File: src/rtl/rv32i_pkg.sv
// Shared rv32i types and widths for the instruction fetch stage.
package rv32i_pkg;

  localparam int XLEN = 32;
  localparam int ILEN = 32;

  typedef enum logic [1:0] {
    RUN,
    DRAIN,
    FAULT
  } fetch_state_e;

  typedef struct packed {
    logic [ILEN-1:0] instr;
    logic [XLEN-1:0] pc;
  } fetch_entry_t;

  // Sequential fetch address; wraps modulo 2^XLEN.
  function automatic logic [XLEN-1:0] pcNext(input logic [XLEN-1:0] pc);
    return pc + XLEN'(4);
  endfunction

endpackage

File: src/rtl/fetch_queue.sv
// Synchronous FIFO with flush, count and full/empty flags.
// Holds decoded-side fetch entries or the PCs of in-flight requests.
module fetch_queue
  import rv32i_pkg::*;
#(
  parameter int  DEPTH = 2,
  parameter type T     = fetch_entry_t
) (
  input  logic                       clk,
  input  logic                       rst_n,
  input  logic                       i_push,
  input  T                           i_data,
  input  logic                       i_pop,
  input  logic                       i_flush,
  output T                           o_data,
  output logic [$clog2(DEPTH+1)-1:0] o_count,
  output logic                       o_full,
  output logic                       o_empty
);

  localparam int AW = (DEPTH > 1) ? $clog2(DEPTH) : 1;
  localparam int CW = $clog2(DEPTH + 1);

  T              r_mem [DEPTH];
  logic [AW-1:0] r_wrPtr;
  logic [AW-1:0] r_rdPtr;
  logic [CW-1:0] r_count;
  logic          w_doPush;
  logic          w_doPop;

  function automatic logic [AW-1:0] bump(input logic [AW-1:0] p);
    return (p == AW'(DEPTH - 1)) ? '0 : p + AW'(1);
  endfunction

  assign o_empty  = (r_count == '0);
  assign o_full   = (r_count == CW'(DEPTH));
  assign o_count  = r_count;
  assign o_data   = r_mem[r_rdPtr];
  assign w_doPop  = i_pop && !o_empty;
  // A push into a full queue is accepted only when a pop frees the slot in the same cycle.
  assign w_doPush = i_push && (!o_full || w_doPop);

  always_ff @(posedge clk or negedge rst_n) begin
    if (!rst_n) begin
      r_wrPtr <= '0;
      r_rdPtr <= '0;
      r_count <= '0;
      for (int i = 0; i < DEPTH; i++) begin
        r_mem[i] <= '0;
      end
    end else if (i_flush) begin
      r_wrPtr <= '0;
      r_rdPtr <= '0;
      r_count <= '0;
    end else begin
      if (w_doPush) begin
        r_mem[r_wrPtr] <= i_data;
        r_wrPtr        <= bump(r_wrPtr);
      end
      if (w_doPop) begin
        r_rdPtr <= bump(r_rdPtr);
      end
      case ({w_doPush, w_doPop})
        2'b10:   r_count <= r_count + CW'(1);
        2'b01:   r_count <= r_count - CW'(1);
        default: r_count <= r_count;
      endcase
    end
  end

endmodule

File: src/rtl/fetch_unit.sv
// rv32i instruction fetch: PC, credit-limited imem requests, stale-response dropping, decode queue.
// Optional feature macro FETCH_ALIGN_CHECK_EN: misaligned redirects trap into FAULT (adds fetch_fault ports).
module fetch_unit
  import rv32i_pkg::*;
#(
  parameter logic [XLEN-1:0] RESET_PC = 32'h0000_0000,
  parameter int              QDEPTH   = 2
) (
  input  logic            clk,
  input  logic            rst_n,
  output logic            imem_req_valid,
  input  logic            imem_req_ready,
  output logic [XLEN-1:0] imem_req_addr,
  input  logic            imem_rsp_valid,
  input  logic [ILEN-1:0] imem_rsp_data,
  output logic            dec_valid,
  input  logic            dec_ready,
  output logic [ILEN-1:0] dec_instr,
  output logic [XLEN-1:0] dec_pc,
  input  logic            redirect_valid,
  input  logic [XLEN-1:0] redirect_pc
`ifdef FETCH_ALIGN_CHECK_EN
  ,
  output logic            fetch_fault,
  output logic [XLEN-1:0] fetch_fault_pc
`endif
);

  localparam int CW = $clog2(QDEPTH + 1);

  fetch_state_e    r_state;
  fetch_state_e    w_nextState;
  logic [XLEN-1:0] r_pc;
  logic [CW-1:0]   r_dropCnt;
  logic            r_reqValid;

  logic [CW-1:0]   w_inflight;
  logic [CW-1:0]   w_qCount;
  logic            w_qEmpty;
  logic            w_qFull;
  logic            w_pcqFull;
  logic            w_pcqEmpty;
  fetch_entry_t    w_qHead;
  fetch_entry_t    w_pushEntry;
  logic [XLEN-1:0] w_pcqHead;
  logic            w_reqHs;
  logic            w_decHs;
  logic            w_rspPush;
  logic            w_qPop;
  logic            w_misaligned;
  logic [XLEN-1:0] w_redirPc;
  logic [CW:0]     w_nextInflight;
  logic [CW:0]     w_nextQCount;
  logic            w_reqValidNext;
  logic            w_unused;

`ifdef FETCH_ALIGN_CHECK_EN
  assign w_misaligned = redirect_valid && (redirect_pc[1:0] != 2'b00);
  assign w_redirPc    = redirect_pc;
`else
  assign w_misaligned = 1'b0;
  assign w_redirPc    = {redirect_pc[XLEN-1:2], 2'b00};
`endif

  assign w_reqHs     = r_reqValid && imem_req_ready;
  assign w_decHs     = dec_valid && dec_ready;
  // A redirect invalidates any response in its cycle as well as the queue contents.
  assign w_rspPush   = imem_rsp_valid && (r_dropCnt == '0) && !redirect_valid;
  assign w_qPop      = w_decHs && !redirect_valid;
  assign w_pushEntry = '{instr: imem_rsp_data, pc: w_pcqHead};

  assign w_nextInflight = {1'b0, w_inflight} + (CW+1)'(w_reqHs) - (CW+1)'(imem_rsp_valid);

  always_comb begin
    w_nextState  = r_state;
    w_nextQCount = '0;
    if (!redirect_valid) begin
      w_nextQCount = {1'b0, w_qCount} + (CW+1)'(w_rspPush) - (CW+1)'(w_qPop);
    end
    if (redirect_valid) begin
      if (w_misaligned) begin
        w_nextState = FAULT;
      end else if (w_nextInflight != '0) begin
        w_nextState = DRAIN;
      end else begin
        w_nextState = RUN;
      end
    end else if ((r_state == DRAIN) &&
                 ((r_dropCnt == '0) || (imem_rsp_valid && (r_dropCnt == CW'(1))))) begin
      w_nextState = RUN;
    end
  end

  // Request valid is registered from next-cycle credit so it is low throughout reset.
  assign w_reqValidNext = (w_nextState == RUN) &&
                          (({1'b0, w_nextInflight} + {1'b0, w_nextQCount}) < (CW+2)'(QDEPTH));

  always_ff @(posedge clk or negedge rst_n) begin
    if (!rst_n) begin
      r_state    <= RUN;
      r_pc       <= RESET_PC;
      r_dropCnt  <= '0;
      r_reqValid <= 1'b0;
    end else begin
      r_state    <= w_nextState;
      r_reqValid <= w_reqValidNext;
      if (redirect_valid) begin
        r_dropCnt <= w_nextInflight[CW-1:0];
      end else if (imem_rsp_valid && (r_dropCnt != '0)) begin
        r_dropCnt <= r_dropCnt - CW'(1);
      end
      if (redirect_valid && !w_misaligned) begin
        r_pc <= w_redirPc;
      end else if (w_reqHs) begin
        r_pc <= pcNext(r_pc);
      end
    end
  end

`ifdef FETCH_ALIGN_CHECK_EN
  logic            r_fault;
  logic [XLEN-1:0] r_faultPc;

  always_ff @(posedge clk or negedge rst_n) begin
    if (!rst_n) begin
      r_fault   <= 1'b0;
      r_faultPc <= '0;
    end else if (redirect_valid) begin
      r_fault   <= w_misaligned;
      r_faultPc <= w_misaligned ? redirect_pc : '0;
    end
  end

  assign fetch_fault    = r_fault;
  assign fetch_fault_pc = r_faultPc;
`endif

  // Every issued request leaves its PC here; responses, dropped or not, pop in order.
  fetch_queue #(
    .DEPTH (QDEPTH),
    .T     (logic [XLEN-1:0])
  ) u_pcQueue (
    .clk     (clk),
    .rst_n   (rst_n),
    .i_push  (w_reqHs),
    .i_data  (r_pc),
    .i_pop   (imem_rsp_valid),
    .i_flush (1'b0),
    .o_data  (w_pcqHead),
    .o_count (w_inflight),
    .o_full  (w_pcqFull),
    .o_empty (w_pcqEmpty)
  );

  fetch_queue #(
    .DEPTH (QDEPTH),
    .T     (fetch_entry_t)
  ) u_instrQueue (
    .clk     (clk),
    .rst_n   (rst_n),
    .i_push  (w_rspPush),
    .i_data  (w_pushEntry),
    .i_pop   (w_qPop),
    .i_flush (redirect_valid),
    .o_data  (w_qHead),
    .o_count (w_qCount),
    .o_full  (w_qFull),
    .o_empty (w_qEmpty)
  );

  assign imem_req_valid = r_reqValid;
  assign imem_req_addr  = r_pc;
  assign dec_valid      = !w_qEmpty;
  assign dec_instr      = w_qEmpty ? '0 : w_qHead.instr;
  assign dec_pc         = w_qEmpty ? '0 : w_qHead.pc;

  assign w_unused = ^{w_qFull, w_pcqFull, w_pcqEmpty, redirect_pc[1:0]};

endmodule

File: config.mk
export PLATFORM = sky130hd
export DESIGN_NAME = fetch_unit
export DESIGN_NICKNAME = d
export VERILOG_FILES = /design/src/rtl/rv32i_pkg.sv /design/src/rtl/fetch_queue.sv /design/src/rtl/fetch_unit.sv
export SDC_FILE = /design/constraint.sdc
export NUM_CORES = 1
export LEC_CHECK = 0
export CORE_UTILIZATION = 51
export CTS_BUF_LIST = sky130_fd_sc_hd__clkbuf_8
export DETAILED_ROUTE_END_ITERATION = 6
export MAX_ROUTING_LAYER = met4
export PLACE_DENSITY = 0.79
export SETUP_SLACK_MARGIN = 0.15
export SLEW_MARGIN = 10
export SYNTH_ARGS = -nofsm -noshare
export SYNTH_HDL_FRONTEND = slang
export SYNTH_HIERARCHICAL = 1
export SYNTH_SLANG_ARGS = --single-unit
File: constraint.sdc
create_clock -name clk -period 3.5 [get_ports clk]
set_input_delay 0.7 -clock clk [delete_from_list [all_inputs] [get_ports clk]]
set_output_delay 0.7 -clock clk [all_outputs]
set_load 0.005 [all_outputs]
* Word-level counts from Yosys, hierarchy flattened
Index checks and enable logic that the tools add are counted.
** Storage, ports and cells
- Bits of input ports :: 70
- Bits in registers :: 237
- Word-level logic and storage cells :: 120
- Output and inout port bits :: 98
** Cells by class
- Magnitude comparators :: 7
- Equal/unequal tests :: 8
- Reductions and logical operators :: 36
- Muxes and demuxes :: 33
- Add/sub/neg operators :: 15
- Bitwise operators :: 5
** Operators by type and width (number)
- two-way mux 32 bit :: 8
- two-way mux 64 bit :: 4
- bitwise mux 128 bit :: 1
- bitwise mux 64 bit :: 1
- demux 64 bit (select 1 bit) :: 1
- adder 32 x 3 -> 32 bit (second input constant) :: 1
- demux 32 bit (select 1 bit) :: 1
- logical AND 1 bit :: 15
- nonzero test 2 bit :: 6
- two-way mux 2 bit :: 5
- two-way mux 1 bit :: 9
- == test 2 x 1 -> 1 bit (second input constant) :: 4
- == test 2 bit (second input constant) :: 4
- greater-or-equal comparator 2 bit (second input constant) :: 4
- zero test 2 bit :: 4
- inverter 1 -> 2 bit :: 4
- case mux 2 bit (2 select lines) :: 2
- adder 2 x 1 -> 3 bit :: 2
- nonzero test 3 bit :: 2
- subtractor 2 x 1 -> 2 bit (second input constant) :: 3
- subtractor 3 x 1 -> 3 bit :: 2
- zero test 1 bit :: 5
- adder 1 bit (second input constant) :: 4
- adder 2 x 1 -> 2 bit (second input constant) :: 2
- 7 further kinds :: 10

* Depth between registers and ports, before layout
- Depth in word-level cells :: 10
- Mapped depth :: 13

* Modules after synthesis
Netlist, hierarchy kept.
** Modules (own cells, without submodules)
- fetch_queue (u_instrQueue) :: cells each 365, area an instance 5914.4 µm², times used 1
- fetch_queue (u_pcQueue) :: cells each 196, area an instance 3126.7 µm², times used 1
- fetch_unit :: cells each 332, area an instance 2680.1 µm², times used 1

* Worst setup path before layout
OpenSTA, ideal clock, no wires.
- Path type :: input port to flip-flop
- Start :: in redirect_valid
- End :: reg r_reqValid, in the netlist imem_req_valid
- Library setup time :: 0.094 ns
- Required time :: 3.406 ns
- Data arrival time :: 3.332 ns
- Slack :: 0.074 ns
- Buffers on the path :: 1
- Cell stages on the path :: 11
- Cell sequence :: clkinv_1 clkbuf_1 and3_1 ha_1 inv_1 ha_1 fa_1 nor2b_1 fa_1 or3_1 a211oi_1
** Between the ends
- Elaborated cells on any way between the ends :: 11
- Classes of those cells :: add/sub: 3; order compare: 1; mux: 2; reduce/logical: 5
** RTL lines
- from (decl) :: line fetch_unit.sv:20 : input logic redirect_valid,
- zero test 1 bit
- logical AND 1 bit :: line fetch_unit.sv:69 : assign w_qPop = w_decHs && !redirect_valid;
- named net w_qPop :: line fetch_unit.sv:49 : logic w_qPop;
- subtractor 3 x 1 -> 3 bit :: line fetch_unit.sv:78 : w_nextQCount = {1'b0, w_qCount} + (CW+1)'(w_rspPush) - (CW+1)'(w_qPop);
- two-way mux 3 bit :: line fetch_unit.sv:77 : if (!redirect_valid) begin
- adder 3 x 3 -> 4 bit :: line fetch_unit.sv:96 : (({1'b0, w_nextInflight} + {1'b0, w_nextQCount}) < (CW+2)'(QDEPTH));
- less-than comparator 4 x 2 -> 1 bit :: line fetch_unit.sv:96
- logical AND 1 bit :: line fetch_unit.sv:95 : assign w_reqValidNext = (w_nextState == RUN) &&
- named net w_reqValidNext :: line fetch_unit.sv:54 : logic w_reqValidNext;
- to (signal assigned) :: line fetch_unit.sv:106 : r_reqValid <= w_reqValidNext;
- to (decl) :: line fetch_unit.sv:35 : logic r_reqValid;
The timed path passes the listed nets, and every way through them passes these cells.
A chain may end at the register's enable or synchronous reset.

==> qor.txt <==
Die Ht: 154 µm
final worst-path cycle share: 90.3%
average size of a mapped cell: 13.1 µm²
R2R Path Start: u_instrQueue/o_count[0]
# rows: 55
TritonCTS clock tree: done
CTS Buffer Depth: 3
Layout fillers: 1752
sequential share of the synthesized area: 50.2%
# setup viols final: 0
Finished Core Util: 64.2%
DRC: 2
leakage power: 6.63 nW
area delta synth->final: 23.7%
# IOs: 168
IO buf count: 163
H-tree depth: 2
top-count cell post-synth: dfrtp_1
mux cell area share after synthesis: 30.4%
antenna violations before repair: 0
max_slew headroom: 57.8%
die area: 23600 µm²
Detail Route Antenna Nets: 0
CTS clock-pin slew for the worst setup and hold paths: 0.06 ns
Worst-Skew Late Latency: 0.55 ns
fraction of layout cells with a size suffix above 1: 34.0%
post-synthesis cell count: 893
first-pass GRT wire length: 41400 µm
Routed wire per std cell: 18.0 µm
DRT iter0 DRCs: 353
WP data arrival: 2.46 ns
mapped cell area: 11700 µm²
Synth top area share: 50.2%
Layout Cells excl Fill: 1397
crit end category: primary output
placed cells: 1325
Max-cap violations: 0
core area: 22600 µm²
max frequency: 316 MHz
xor/xnor cell area share of the yosys netlist: 1.12%
Initial Utilization: 51.9%
WHS: 0.122 ns
FFs w/ async S/R, synth: 100%
vias post-DR: 7625
# diodes: 0
Crit. Startpoint: u_instrQueue/r_rdPtr
vias in the first global route: 7846
Final Slew Violations: 0
post-CTS setup buffer count: 0
FF+latch count, synth: 235
via/cell ratio: 5.46
largest family of logic cells by synthesized area: multiplexers
DP Worst Slack: -0.157 ns
Slew @ Worst Pin: 0.633 ns
largest net degree at the start of global routing: 82
Final nets: 1165
VDD IR max: 0.232 mV
Routed WL: 25200 µm
GRT overflow: 0
synthesis warning total: 6
Post-synth top flop: dfrtp_1
die width: 154 µm
failing checks: design-rule violations
post-route setup slack: 0.338 ns
WP data required: 2.80 ns
final hold violations: 0
kind of critical path: flop to primary output
status: complete, but fails checks
RSZ-0062 raised after global routing: no
Worst Skew: 0.0303 ns
post-synth cell types: 44
TritonRoute pass-1 iters: 6
startpoint types: flop
Clock Sink Count: 235
cell taking the most area after synthesis: dfrtp_1
GRT Total Usage: 22.7%
Synth Area in Adders: 1.47%
Num CTS Buffers: 41
global placement routability congestion: 0.857
clock root cell: clkbuf_8
CP Max Fanout: 42
DP HPWL: 16100 µm
Period minus WS final: 3.16 ns
Synth Area in Compound Gates: 3.57%
synth top area cells: dfrtp_1 50%, mux2_2 20%, mux2_4 10%, nor2b_1 3.8%, nand2_1 1.0%
Synth Area in Simple Gates: 10.0%
Worst Hold Class: input port to asynchronous set/reset pin
Post-synth EDFFs: 0
total power: 0.00861 W
Commonest cells post-synth: 235 x dfrtp_1, 210 x mux2_2, 78 x mux2_4
PwrDens: 594 nW/µm²
[state kept, by name (all words and copies together) (netlist names), 2 cells and up]
register and flops:
imem_req_addr 30, r_dropCnt 2, r_state 2, u_instrQueue/o_count 2
u_instrQueue/r_mem 128, u_pcQueue/o_count 2, u_pcQueue/r_mem 64
[cell usage in the layout, fill, tap and decap left out, types with 2 or more instances in the layout]
| master | netlist | final |
|---|---|---|
| clkinv_1 | 2 | 2 |
| a311o_1 | 2 | 2 |
| mux2_2 | 210 | 210 |
| conb_1 | 1 | 12 |
| dfrtp_1 | 235 | 234 |
| nor2b_1 | 71 | 70 |
| nor4_1 | 3 | 3 |
| a31oi_1 | 16 | 16 |
| nor2_1 | 28 | 27 |
| clkdlybuf4s50_1 | 0 | 162 |
| a21oi_1 | 7 | 7 |
| inv_1 | 13 | 32 |
| clkbuf_8 | 0 | 49 |
| or3_1 | 6 | 6 |
| buf_4 | 2 | 18 |
| nor3_1 | 6 | 5 |
| inv_6 | 0 | 2 |
| xnor2_1 | 9 | 9 |
| nand2_1 | 32 | 32 |
| a211oi_1 | 5 | 5 |
| xor2_1 | 6 | 6 |
| o31ai_1 | 14 | 14 |
| fa_1 | 3 | 3 |
| mux2_4 | 78 | 78 |
| ha_1 | 9 | 9 |
| or4_1 | 15 | 15 |
| mux2i_1 | 3 | 3 |
| and3_1 | 7 | 7 |
| nand2b_1 | 5 | 5 |
| buf_12 | 3 | 6 |
| nand3_1 | 13 | 13 |
| nand4_1 | 9 | 9 |
| o21ai_0 | 22 | 22 |
[worst max-delay path: stages (launching register included)]
cell and delay [ns]:
dfrtp_2 0.58, buf_12 0.31, mux2_2 0.36, nor2b_1 0.13, clkdlybuf4s50_1 0.52
[per-layer routing]
| metal | track usage, % | share of wire [%] |
|---|---|---|
| met1 | 30.3 | 47 |
| met2 | 34.9 | 46 |
| met3 | 4.28 | 4.9 |
| met4 | 7.19 | 2.0 |
| met5 | - | 0 |
[timing repair]
item                       in CTS  in global routing
hold buffers                    0                  0
setup endpoints to repair       0                  1
gates resized for setup         0                  1
[layout make-up]
| cell class | count | area [µm²] | share of cell area, % |
|---|---|---|---|
| flip-flops and latches | 235 | 5880 | 40.6 |
| multi-input cells | 602 | 5530 | 38.1 |
| repair buffers | 188 | 1900 | 13.1 |
| clock buffers | 49 | 674 | 4.65 |
| well taps | 285 | 357 | 2.46 |
| clock inverters | 23 | 101 | 0.699 |
| inverters | 15 | 56.3 | 0.388 |
[logic make-up (layout without fill, tap and decap cells)]
logic type | Yosys count | after routing
multiplexers | 291 | 291
flip-flops | 235 | 235
AND/OR/NAND/NOR | 205 | 205
AO/OA/AOI/OAI | 67 | 67
buffers and inverters | 67 | 275
XOR/XNOR | 15 | 15
adder cells (fa/ha/maj) | 12 | 12
other | 1 | 12
[power breakdown]
group	switching (W)	total, W	leakage (nW)	internal (W)
logic	0.000709	0.00230	3.14	0.00159
clock network	0.00110	0.00236	0.467	0.00127
registers	0.000473	0.00395	3.03	0.00348
[worst paths after layout]
kind                            cells after the start  slack [ns]                     end
worst min register to register                      1        0.50  u_instrQueue/r_mem[52]
worst max-delay path                                4        0.34              dec_pc[17]
min in group clk                                    1        0.50  u_instrQueue/r_mem[52]
max in group asynchronous                           2        2.54  u_instrQueue/r_mem[52]
worst max register to register                     11        0.41          imem_req_valid
worst min-delay path                                1        0.12       imem_req_addr[24]
[metrics by stage]
step | instance area [µm²] | setup TNS (ns)
after floorplan | 11800 | 0
after global placement | 13700 | -0.0981
after detailed placement | 13700 | -0.157
after CTS | 14500 | 0
after global routing | 14500 | 0
final | 14500 | 0
No activity file was read; power rests on OpenSTA's default activity.
